File: src/rtl/pitch_pkg.sv
// Shared constants and types for the pitch-detection front end.
// The ring buffer holds RING_HOPS hops of HOP samples; one window spans WINDOW_HOPS hops.
package pitch_pkg;

  localparam int HOP         = 1024;
  localparam int WINDOW_HOPS = 4;
  localparam int RING_HOPS   = 5;
  localparam int RING_DEPTH  = HOP * RING_HOPS;
  localparam int SAMPLE_W    = 16;

  typedef logic [SAMPLE_W-1:0] sample_t;
  typedef logic [12:0]         ring_addr_t;
  typedef logic [2:0]          hop_idx_t;

  typedef enum logic {
    FILL = 1'b0,
    RUN  = 1'b1
  } win_state_t;

endpackage

File: src/rtl/mod_counter.sv
// Modulo-MOD up-counter with enable; o_wrap flags the enabled step that returns to zero.
module mod_counter #(
  parameter int MOD = 4,
  parameter int W   = 2
) (
  input  logic         clk,
  input  logic         rst_n,
  input  logic         i_en,
  output logic [W-1:0] o_count,
  output logic         o_wrap
);

  logic [W-1:0] r_count;

  assign o_count = r_count;
  assign o_wrap  = i_en && (r_count == W'(MOD - 1));

  always_ff @(posedge clk or negedge rst_n) begin
    if (!rst_n) begin
      r_count <= '0;
    end else if (i_en) begin
      r_count <= o_wrap ? '0 : r_count + 1'b1;
    end
  end

endmodule

File: src/rtl/input_windower.sv
// Writes the incoming sample stream into the hop ring buffer and issues a go pulse,
// with the first hop of the newest window, each time a hop completes once enough samples are resident.
module input_windower #(
  parameter int DATA_W      = 16,
  parameter int HOP         = 1024,
  parameter int WINDOW_HOPS = 4,
  parameter int RING_HOPS   = 5,
  parameter int ADDR_W      = 13
) (
  input  logic                  clk,
  input  logic                  rst_n,
  input  logic [DATA_W-1:0]     sample_in,
  input  logic                  sample_valid,
  input  logic                  consumer_ready,
  output logic [DATA_W-1:0]     ring_buf_data,
  output logic [ADDR_W-1:0]     ring_buf_addr,
  output logic                  ring_buf_wren,
  output logic [2:0]            window_start,
  output logic                  go_out,
  output logic [7:0]            dropped_windows,
  output pitch_pkg::win_state_t dbg_state
);

  localparam int OFF_W = $clog2(HOP);

  logic [OFF_W-1:0] w_off;
  logic             w_off_wrap;
  logic [2:0]       w_hop;
  logic             w_ring_wrap_unused;
  logic [3:0]       w_start_sum;
  logic [2:0]       w_next_start;
  logic             w_window_evt;

  logic [DATA_W-1:0]     r_data;
  logic [ADDR_W-1:0]     r_addr;
  logic                  r_wren;
  logic [2:0]            r_start;
  logic                  r_go;
  logic [7:0]            r_dropped;
  logic                  r_evt;
  logic [2:0]            r_evt_hop;
  logic [1:0]            r_hops_filled;
  pitch_pkg::win_state_t r_state;

  mod_counter #(.MOD(HOP), .W(OFF_W)) u_off_cnt (
    .clk     (clk),
    .rst_n   (rst_n),
    .i_en    (sample_valid),
    .o_count (w_off),
    .o_wrap  (w_off_wrap)
  );

  mod_counter #(.MOD(RING_HOPS), .W(3)) u_hop_cnt (
    .clk     (clk),
    .rst_n   (rst_n),
    .i_en    (w_off_wrap),
    .o_count (w_hop),
    .o_wrap  (w_ring_wrap_unused)
  );

  // The newest window ends at completed hop k and so begins at hop (k - WINDOW_HOPS + 1) mod RING_HOPS.
  assign w_start_sum  = {1'b0, r_evt_hop} + 4'(RING_HOPS - WINDOW_HOPS + 1);
  assign w_next_start = (w_start_sum >= 4'(RING_HOPS)) ? 3'(w_start_sum - 4'(RING_HOPS))
                                                       : w_start_sum[2:0];
  assign w_window_evt = r_evt && ((r_state == pitch_pkg::RUN) ||
                                  (r_hops_filled == 2'(WINDOW_HOPS - 1)));

  always_ff @(posedge clk or negedge rst_n) begin
    if (!rst_n) begin
      r_data        <= '0;
      r_addr        <= '0;
      r_wren        <= 1'b0;
      r_start       <= '0;
      r_go          <= 1'b0;
      r_dropped     <= '0;
      r_evt         <= 1'b0;
      r_evt_hop     <= '0;
      r_hops_filled <= '0;
      r_state       <= pitch_pkg::FILL;
    end else begin
      r_wren <= sample_valid;
      if (sample_valid) begin
        r_addr <= ADDR_W'(w_hop * HOP + w_off);
        r_data <= sample_in;
      end
      // r_evt is visible alongside the hop's last write, so the decision lands one cycle after it.
      r_evt     <= w_off_wrap;
      r_evt_hop <= w_hop;
      r_go      <= 1'b0;

      if (r_evt && (r_state == pitch_pkg::FILL)) begin
        if (r_hops_filled == 2'(WINDOW_HOPS - 1)) begin
          r_state <= pitch_pkg::RUN;
        end else begin
          r_hops_filled <= r_hops_filled + 1'b1;
        end
      end

      if (w_window_evt) begin
        if (consumer_ready) begin
          r_go    <= 1'b1;
          r_start <= w_next_start;
        end else if (r_dropped != 8'hFF) begin
          r_dropped <= r_dropped + 1'b1;
        end
      end
    end
  end

  assign ring_buf_data   = r_data;
  assign ring_buf_addr   = r_addr;
  assign ring_buf_wren   = r_wren;
  assign window_start    = r_start;
  assign go_out          = r_go;
  assign dropped_windows = r_dropped;
  assign dbg_state       = r_state;

endmodule

File: config.mk
export PLATFORM = sky130hd
export DESIGN_NAME = input_windower
export DESIGN_NICKNAME = d
export VERILOG_FILES = /design/src/rtl/pitch_pkg.sv /design/src/rtl/mod_counter.sv /design/src/rtl/input_windower.sv
export SDC_FILE = /design/constraint.sdc
export NUM_CORES = 1
export LEC_CHECK = 0
export ABC_AREA = 1
export BUFFER_PORTS_ARGS = -buffer_cell sky130_fd_sc_hd__buf_2
export CORE_UTILIZATION = 54
export DETAILED_ROUTE_END_ITERATION = 8
export PLACE_DENSITY = 0.8
export SLEW_MARGIN = 30
export SYNTH_ARGS = -nofsm -noshare
export SYNTH_HDL_FRONTEND = slang
export SYNTH_SLANG_ARGS = --single-unit
File: constraint.sdc
create_clock -name clk -period 1.7 [get_ports clk]
set_input_delay 0.255 -clock clk [delete_from_list [all_inputs] [get_ports clk]]
set_output_delay 0.255 -clock clk [all_outputs]
set_load 0.1 [all_outputs]
==> results of run 1 <==
[area by class of cell]
type                    instances  area [sq um]
clock buffers                  12         155.1
inverters                      33         125.1
well taps                      67         83.83
flip-flops and latches         62          1560
repair buffers                 67         362.8
fillers                       365          1423
multi-input cells             225          1100
clock inverters                 4         70.07
[stage by stage]
stage	cells	setup WS, ns
after floorplan	327	0.001078
after global placement	453	0.1875
after detailed placement	453	0.1106
after CTS	470	0.09071
after global routing	470	0.01124
final	470	0.1216
[cell families (layout without fill, tap and decap cells)]
kind of cell             after synthesis  after routing
AND/OR/NAND/NOR                      192            192
flip-flops                            62             62
buffers and inverters                 40            116
AO/OA/AOI/OAI                         16             16
adder cells (fa/ha/maj)                9              9
XOR/XNOR                               8              8
[power by group]
group	internal [mW]	switching, mW	total [mW]
registers	1.65	0.123	1.78
clock network	0.901	0.541	1.44
logic	0.217	1.05	1.27
total	2.77	1.72	4.49
[cells in the mapped netlist]
cell type and count:
o21ai_0 12, a21oi_1 2, nand2_2 1, nand4_1 5, clkinv_1 1, nor2_2 2, nor3_1 1, fa_1 1
inv_1 30, o21bai_4 1, ha_1 8, nor2_4 3, nand3b_1 1, xnor2_1 4, clkbuf_1 1, o21bai_1 1
nand3_2 1, dfrtp_1 62, inv_2 1, clkinv_2 1, nand2_1 150, nor3_2 1, buf_2 6, nand3_4 1
nand3_1 15, xor2_1 4, nor2_1 11
[worst min-delay path by stage]
stage / to / cells past startpoint / startpoint / slack [ns]
after floorplan: dbg_state$_DFFE_PN0P_ / 0 / rst_n / -0.04
after detailed placement: window_start[2]$_DFFE_PN0P_ / 2 / rst_n / 0.29
after global routing: ring_buf_data[14]$_DFFE_PN0P_ / 3 / sample_in[14] / 0.10
final: ring_buf_data[0]$_DFFE_PN0P_ / 3 / sample_in[0] / 0.12
after global placement: window_start[2]$_DFFE_PN0P_ / 2 / rst_n / 0.29
after CTS: ring_buf_data[9]$_DFFE_PN0P_ / 3 / sample_in[9] / 0.11
[worst max-delay path, delay by kind of cell, from the launching register on]
| family | cells | cell delay, ns |
|---|---|---|
| AND/OR/NAND/NOR | 3 | 0.27 |
| adder cells (fa/ha/maj) | 2 | 0.59 |
| AO/OA/AOI/OAI | 2 | 0.24 |
| flip-flops | 1 | 0.43 |
[per-layer routing]
metal | part of all wire [%] | vias up | global-route usage, %
li1 | - | 1153 | -
met1 | 45 | 1073 | 26.74
met2 | 50 | 54 | 36.97
met3 | 4.0 | 6 | 7.453
met4 | 0.74 | 0 | 6.410
met5 | 0 | - | 0
[state kept, by name (all words and copies together) (netlist names)]
| signal | flops |
|---|---|
| ring_buf_data | 16 |
| ring_buf_addr | 13 |
| u_off_cnt.o_count | 10 |
| dropped_windows | 8 |
| r_evt_hop | 3 |
| u_hop_cnt.o_count | 3 |
| window_start | 3 |
| r_hops_filled | 2 |
| dbg_state | 1 |
| go_out | 1 |
| r_evt | 1 |
| ring_buf_wren | 1 |
[repair_timing]
item                                   in CTS  in global routing
gates resized for setup                     0                  1
hold buffers                                1                  0
endpoints found under the hold margin      62                  0
setup endpoints to repair                   0                  1
==> impl_metrics.py, run 1 <==
metrics = {
    "routing": {
        "drt-pass1-iter-count": 4,
        "drc": 0,
        "routedWlPerCell_microns": 11.48,
        "antenna_left": 0,
        "drt-total-wl_mm": 5.395,
        "vias_per_cell": 4.864,
        "first_iter_violations": 145,
        "vias": 2286,
    },
    "logic_synthesis": {
        "synth_nets": 356,
        "yosys_warnings": 0,
        "synth_area_per_cell_sq_um": 8.594,
        "ys_types": 27,
        "netlist_top_cells_area": "dfrtp_1 55%, nand2_1 20%, inv_1 4.0%",
        "synth-compound-area-share_pct": 3.428,
        "synth_xor_area_share_pct": 2.493,
        "synth_top_cell_by_area": "dfrtp_1",
        "ys_seq_area_share_pct": 55.21,
        "synth_top_family_by_area": "simple AND/OR/NAND/NOR gates",
        "syn_area_sq_um": 2810,
        "muxShareOfSynthArea_pct": 0,
        "synthAdderAreaFrac_pct": 4.274,
        "synth_seq_cells": 62,
        "yosysTopAreaCellShare_pct": 55.21,
        "synth_cells": 327,
        "synth_simple_gate_area_share_pct": 28.94,
    },
    "timing": {
        "finalMaxSlewViolations": 0,
        "fmax_ghz": 0.6336,
        "holdWs_ns": 0.1239,
        "post-route-period-util_pct": 92.85,
        "rsz0062_at_grt": "no",
        "fin_crit_ns": 1.578,
        "setup_viol": 0,
        "fin_setup_tns_ns": 0,
        "maxSlewHeadroom_pct": 66.51,
        "finalHoldViolations": 0,
        "tightest_slew_ns": 0.5058,
        "final.setup_skew_ns": 0.009305,
    },
    "global_route": {
        "antenna_found_initial": 0,
        "grt_pass1_vias": 2077,
        "grt_max_degree": 63,
        "grt_overflow": 0,
        "grt_usage_pct": 21.90,
        "grt_pass1_wl_mm": 8.914,
    },
    "setup_path": {
        "crit_end": "window_start[0]$_DFFE_PN0P_",
        "slowest_stage": "dfrtp_1",
        "path_cells": "ha_1 -> fa_1 -> nand2_1 -> nand2_1 -> a21oi_1 -> o21ai_1 -> nand2_1",
        "cp.required_ns": 1.97,
        "start_kind": "flip-flop",
        "critPathMaxStageDelay_ns": 0.43,
        "crit_top_cell": "nand2_1",
        "cp_max_fo": 5,
        "r2r.worst_path.cells": 7,
        "critPathKind": "flip-flop to flip-flop",
        "end_kind": "flip-flop",
        "crit_start": "r_evt_hop[1]$_DFF_PN0_",
        "r2r_end": "window_start[0]$_DFFE_PN0P_",
        "cp.arrival_ns": 1.85,
        "ff2ff_setup_slack_ns": 0.12,
        "r2r_start": "r_evt_hop[1]$_DFF_PN0_",
    },
    "cts": {
        "cts_made_buffers": 9,
        "insertion_delay_ns": 0.33,
        "cts_tree": "yes",
        "cts_sinks": 62,
        "cts_max_level": 3,
        "cts_setup_buffers": 0,
        "clockBufferDepth": 2,
        "root_buffer": "clkbuf_8",
        "clkSlewWorstSetupHoldPaths_ns": 0.07,
    },
    "die": {
        "die-area_sq_um": 5497,
        "core_area_sq_um": 4880,
        "die_h_microns": 74.14,
        "die-width_microns": 74.14,
        "io_pins": 63,
        "fp-row-count": 25,
        "initial_utilization_pct": 57.59,
    },
    "power_and_ir_drop": {
        "p_leak_nw": 1.949,
        "p_per_area_nw_per_um2": 1299,
        "totalPowerFinal_mw": 4.489,
        "ir_drop_mv": 1.157,
    },
    "placed_design": {
        "port_buffers": 62,
        "dp_hpwl_mm": 3.822,
        "gp_congestion": 0.8258,
        "place_area_sq_um": 3222,
    },
    "flow_run": {
        "cap_violations": 0,
    },
    "outcome": {
        "run_status": "finished clean",
    },
    "layout": {
        "syn2layout_area_growth_pct": 23.02,
        "antenna_cells": 0,
        "layout.nets": 427,
        "final_area_sq_um": 3457,
        "drive_gt1_share_pct": 24.81,
        "final_cell_mix": "150 x nand2_1, 62 x buf_2, 55 x dfrtp_1",
        "layout_commonest_cell": "nand2_1",
        "finish.utilization_pct": 70.85,
    },
    "worst_hold_path": {
        "hold_class": "input port to flip-flop",
    },
}
(Power assumes the default switching activity.)
==> run 2, diff against run 1 <==
- BUFFER_PORTS_ARGS: -buffer_cell sky130_fd_sc_hd__buf_2 -> -buffer_cell sky130_fd_sc_hd__buf_4
==> run 2 against run 1 <==
Against the previous run:
- setup slack got worse by 0.0062 ns
- sequential share of layout area shrank 1.7 points
- non-clock buffer count up 2
- worst hold slack improved by 0.00095 ns
- clock power down 11%
- total power down 1.9%
- clock-buffer cell count is 1 higher
==> impl_metrics.py, run 2 (synthesized netlist as in run 1, its figures left out) <==
metrics = {
    "die": {
        "die-area_sq_um": 5497,
        "initial_utilization_pct": 57.59,
        "io_pins": 63,
        "die-width_microns": 74.14,
        "core_area_sq_um": 4880,
        "die_h_microns": 74.14,
        "fp-row-count": 25,
    },
    "power_and_ir_drop": {
        "p_comb_share_pct": 30.4,
        "internal_power_mw": 2.697,
        "share_seq_of_total_power_pct": 40.4,
        "ir_drop_mv": 1.381,
        "p_leak_nw": 1.969,
        "p_sw_mw": 1.705,
        "p_per_area_nw_per_um2": 1224,
        "p_clk_share_pct": 29.2,
        "totalPowerFinal_mw": 4.402,
        "switching_share_pct": 38.74,
    },
    "setup_path": {
        "crit_top_cell": "nand2_1",
        "path_buf_inv": 1,
        "cp.required_ns": 1.95,
        "r2r.worst_path.cells": 8,
        "start_kind": "flip-flop",
        "slowest_stage": "fa_1",
        "cp.arrival_ns": 1.84,
        "path_depth": 8,
        "critPathMaxStageDelay_ns": 0.38,
        "r2r_start": "r_evt_hop[0]$_DFF_PN0_",
        "crit_family": "adder cells",
        "end_kind": "flip-flop",
        "cp_max_fo": 4,
        "critPathKind": "flip-flop to flip-flop",
        "crit_start": "r_evt_hop[0]$_DFF_PN0_",
        "path_cells": "inv_1 -> ha_1 -> fa_1 -> nand2_1 -> nand2_1 -> nand2_1 -> nand2_1 -> o21ai_0",
    },
    "layout": {
        "largest_register_ffs": 16,
        "fill_cells": 384,
        "final_area_sq_um": 3595,
        "layout_commonest_cell": "nand2_1",
        "final_cell_mix": "150 x nand2_1, 68 x buf_4, 55 x dfrtp_1",
        "syn2layout_area_growth_pct": 27.92,
        "finish.utilization_pct": 73.67,
        "antenna_cells": 0,
        "layout.nets": 429,
        "drive_gt1_share_pct": 25.19,
    },
    "routing": {
        "drt-pass1-iter-count": 4,
        "first_iter_violations": 92,
        "drt-total-wl_mm": 5.406,
        "drc": 0,
        "vias": 2268,
        "antenna_left": 0,
        "routedWlPerCell_microns": 11.45,
        "vias_per_cell": 4.805,
    },
    "global_route": {
        "grt_overflow": 0,
        "grt_pass1_wl_mm": 8.942,
        "antenna_found_initial": 0,
        "grt_usage_pct": 21.78,
        "grt_pass1_vias": 2080,
        "grt_max_degree": 33,
    },
    "cts": {
        "cts_setup_buffers": 0,
        "clockBufferDepth": 2,
        "root_buffer": "clkbuf_8",
        "clkSlewWorstSetupHoldPaths_ns": 0.07,
        "insertion_delay_ns": 0.33,
        "cts_tree": "yes",
        "cts_made_buffers": 9,
        "cts_max_level": 3,
        "cts_sinks": 62,
    },
    "timing": {
        "tightest_slew_ns": 0.3985,
        "finalHoldViolations": 0,
        "rsz0062_at_grt": "no",
        "finalMaxSlewViolations": 0,
        "fin_crit_ns": 1.585,
        "final.setup_skew_ns": 0.006919,
        "maxSlewHeadroom_pct": 73.44,
        "fmax_ghz": 0.6311,
        "fin_setup_tns_ns": 0,
        "setup_viol": 0,
        "post-route-period-util_pct": 93.21,
        "holdWs_ns": 0.1248,
    },
    "worst_hold_path": {
        "hold_depth": 3,
        "hold_path_startpoint": "sample_in[3]",
        "hold_class": "input port to flip-flop",
    },
    "flow_run": {
        "cap_violations": 0,
    },
    "placed_design": {
        "gp_congestion": 0.8670,
        "port_buffers": 62,
        "place_area_sq_um": 3379,
        "dp_hpwl_mm": 3.843,
    },
    "outcome": {
        "run_status": "finished clean",
    },
}
[run 2: layout make-up]
class,instances,area [sq um],area share (%)
clock buffer,13,158.9,4.420
clock inverter,3,42.54,1.183
inverter,33,125.1,3.481
multi-input combinational,225,1104,30.70
sequential,62,1560,43.40
tap,67,83.83,2.332
timing repair buffer,69,520.5,14.48
[run 2: worst min-delay path, stage by stage]
cell	delay (ns)
buf_4	0.08
nand2_1	0.04
nand2_1	0.05
[run 2: routing by layer]
metal | routed length [microns] | part of all wire [%] | global-route usage [%] | vias to the layer above
met4 | 16 | 0.30 | 7.692 | 0
met1 | 2414 | 45 | 27.89 | 1056
met5 | 0 | 0 | 0 | -
met2 | 2737 | 51 | 36.26 | 53
met3 | 238 | 4.4 | 5.285 | 4
li1 | - | - | - | 1155
[run 2: through the flow]
step                std cells  worst slack, ns
global route              472         0.007974
CTS                       472           0.1008
floorplan                 327         0.001078
finish                    472           0.1154
detailed placement        455           0.1206
global placement          455           0.1913
[run 2: timing repair]
| action | in CTS | in global routing |
|---|---|---|
| setup endpoints to repair | 0 | 1 |
| endpoints found under the hold margin | 29 | 0 |
| gates resized for setup | 0 | 2 |
| hold buffers | 1 | 0 |
[run 2: path summary, 6_finish.rpt]
| path | to | slack [ns] |
|---|---|---|
| worst max register to register | window_start[1]$_DFFE_PN0P_ | 0.12 |
| min in group asynchronous | window_start[0]$_DFFE_PN0P_ | 0.39 |
| worst min-delay path | ring_buf_data[3]$_DFFE_PN0P_ | 0.12 |
| worst min register to register | r_evt_hop[0]$_DFF_PN0_ | 0.45 |
| max in group asynchronous | u_off_cnt.o_count[3]$_DFFE_PN0P_ | 0.76 |
| worst max-delay path | window_start[1]$_DFFE_PN0P_ | 0.12 |
[run 2: power by group through the flow]
stage          Clock (mW)  Combinational (mW)  Sequential [mW]
2_1_floorplan           0               0.318             2.50
3_3_place_gp            0                1.33             1.80
3_5_place_dp            0                1.34             1.80
4_1_cts              1.32                1.35             1.78
5_1_grt              1.38                1.42             1.80
6_report             1.28                1.34             1.78
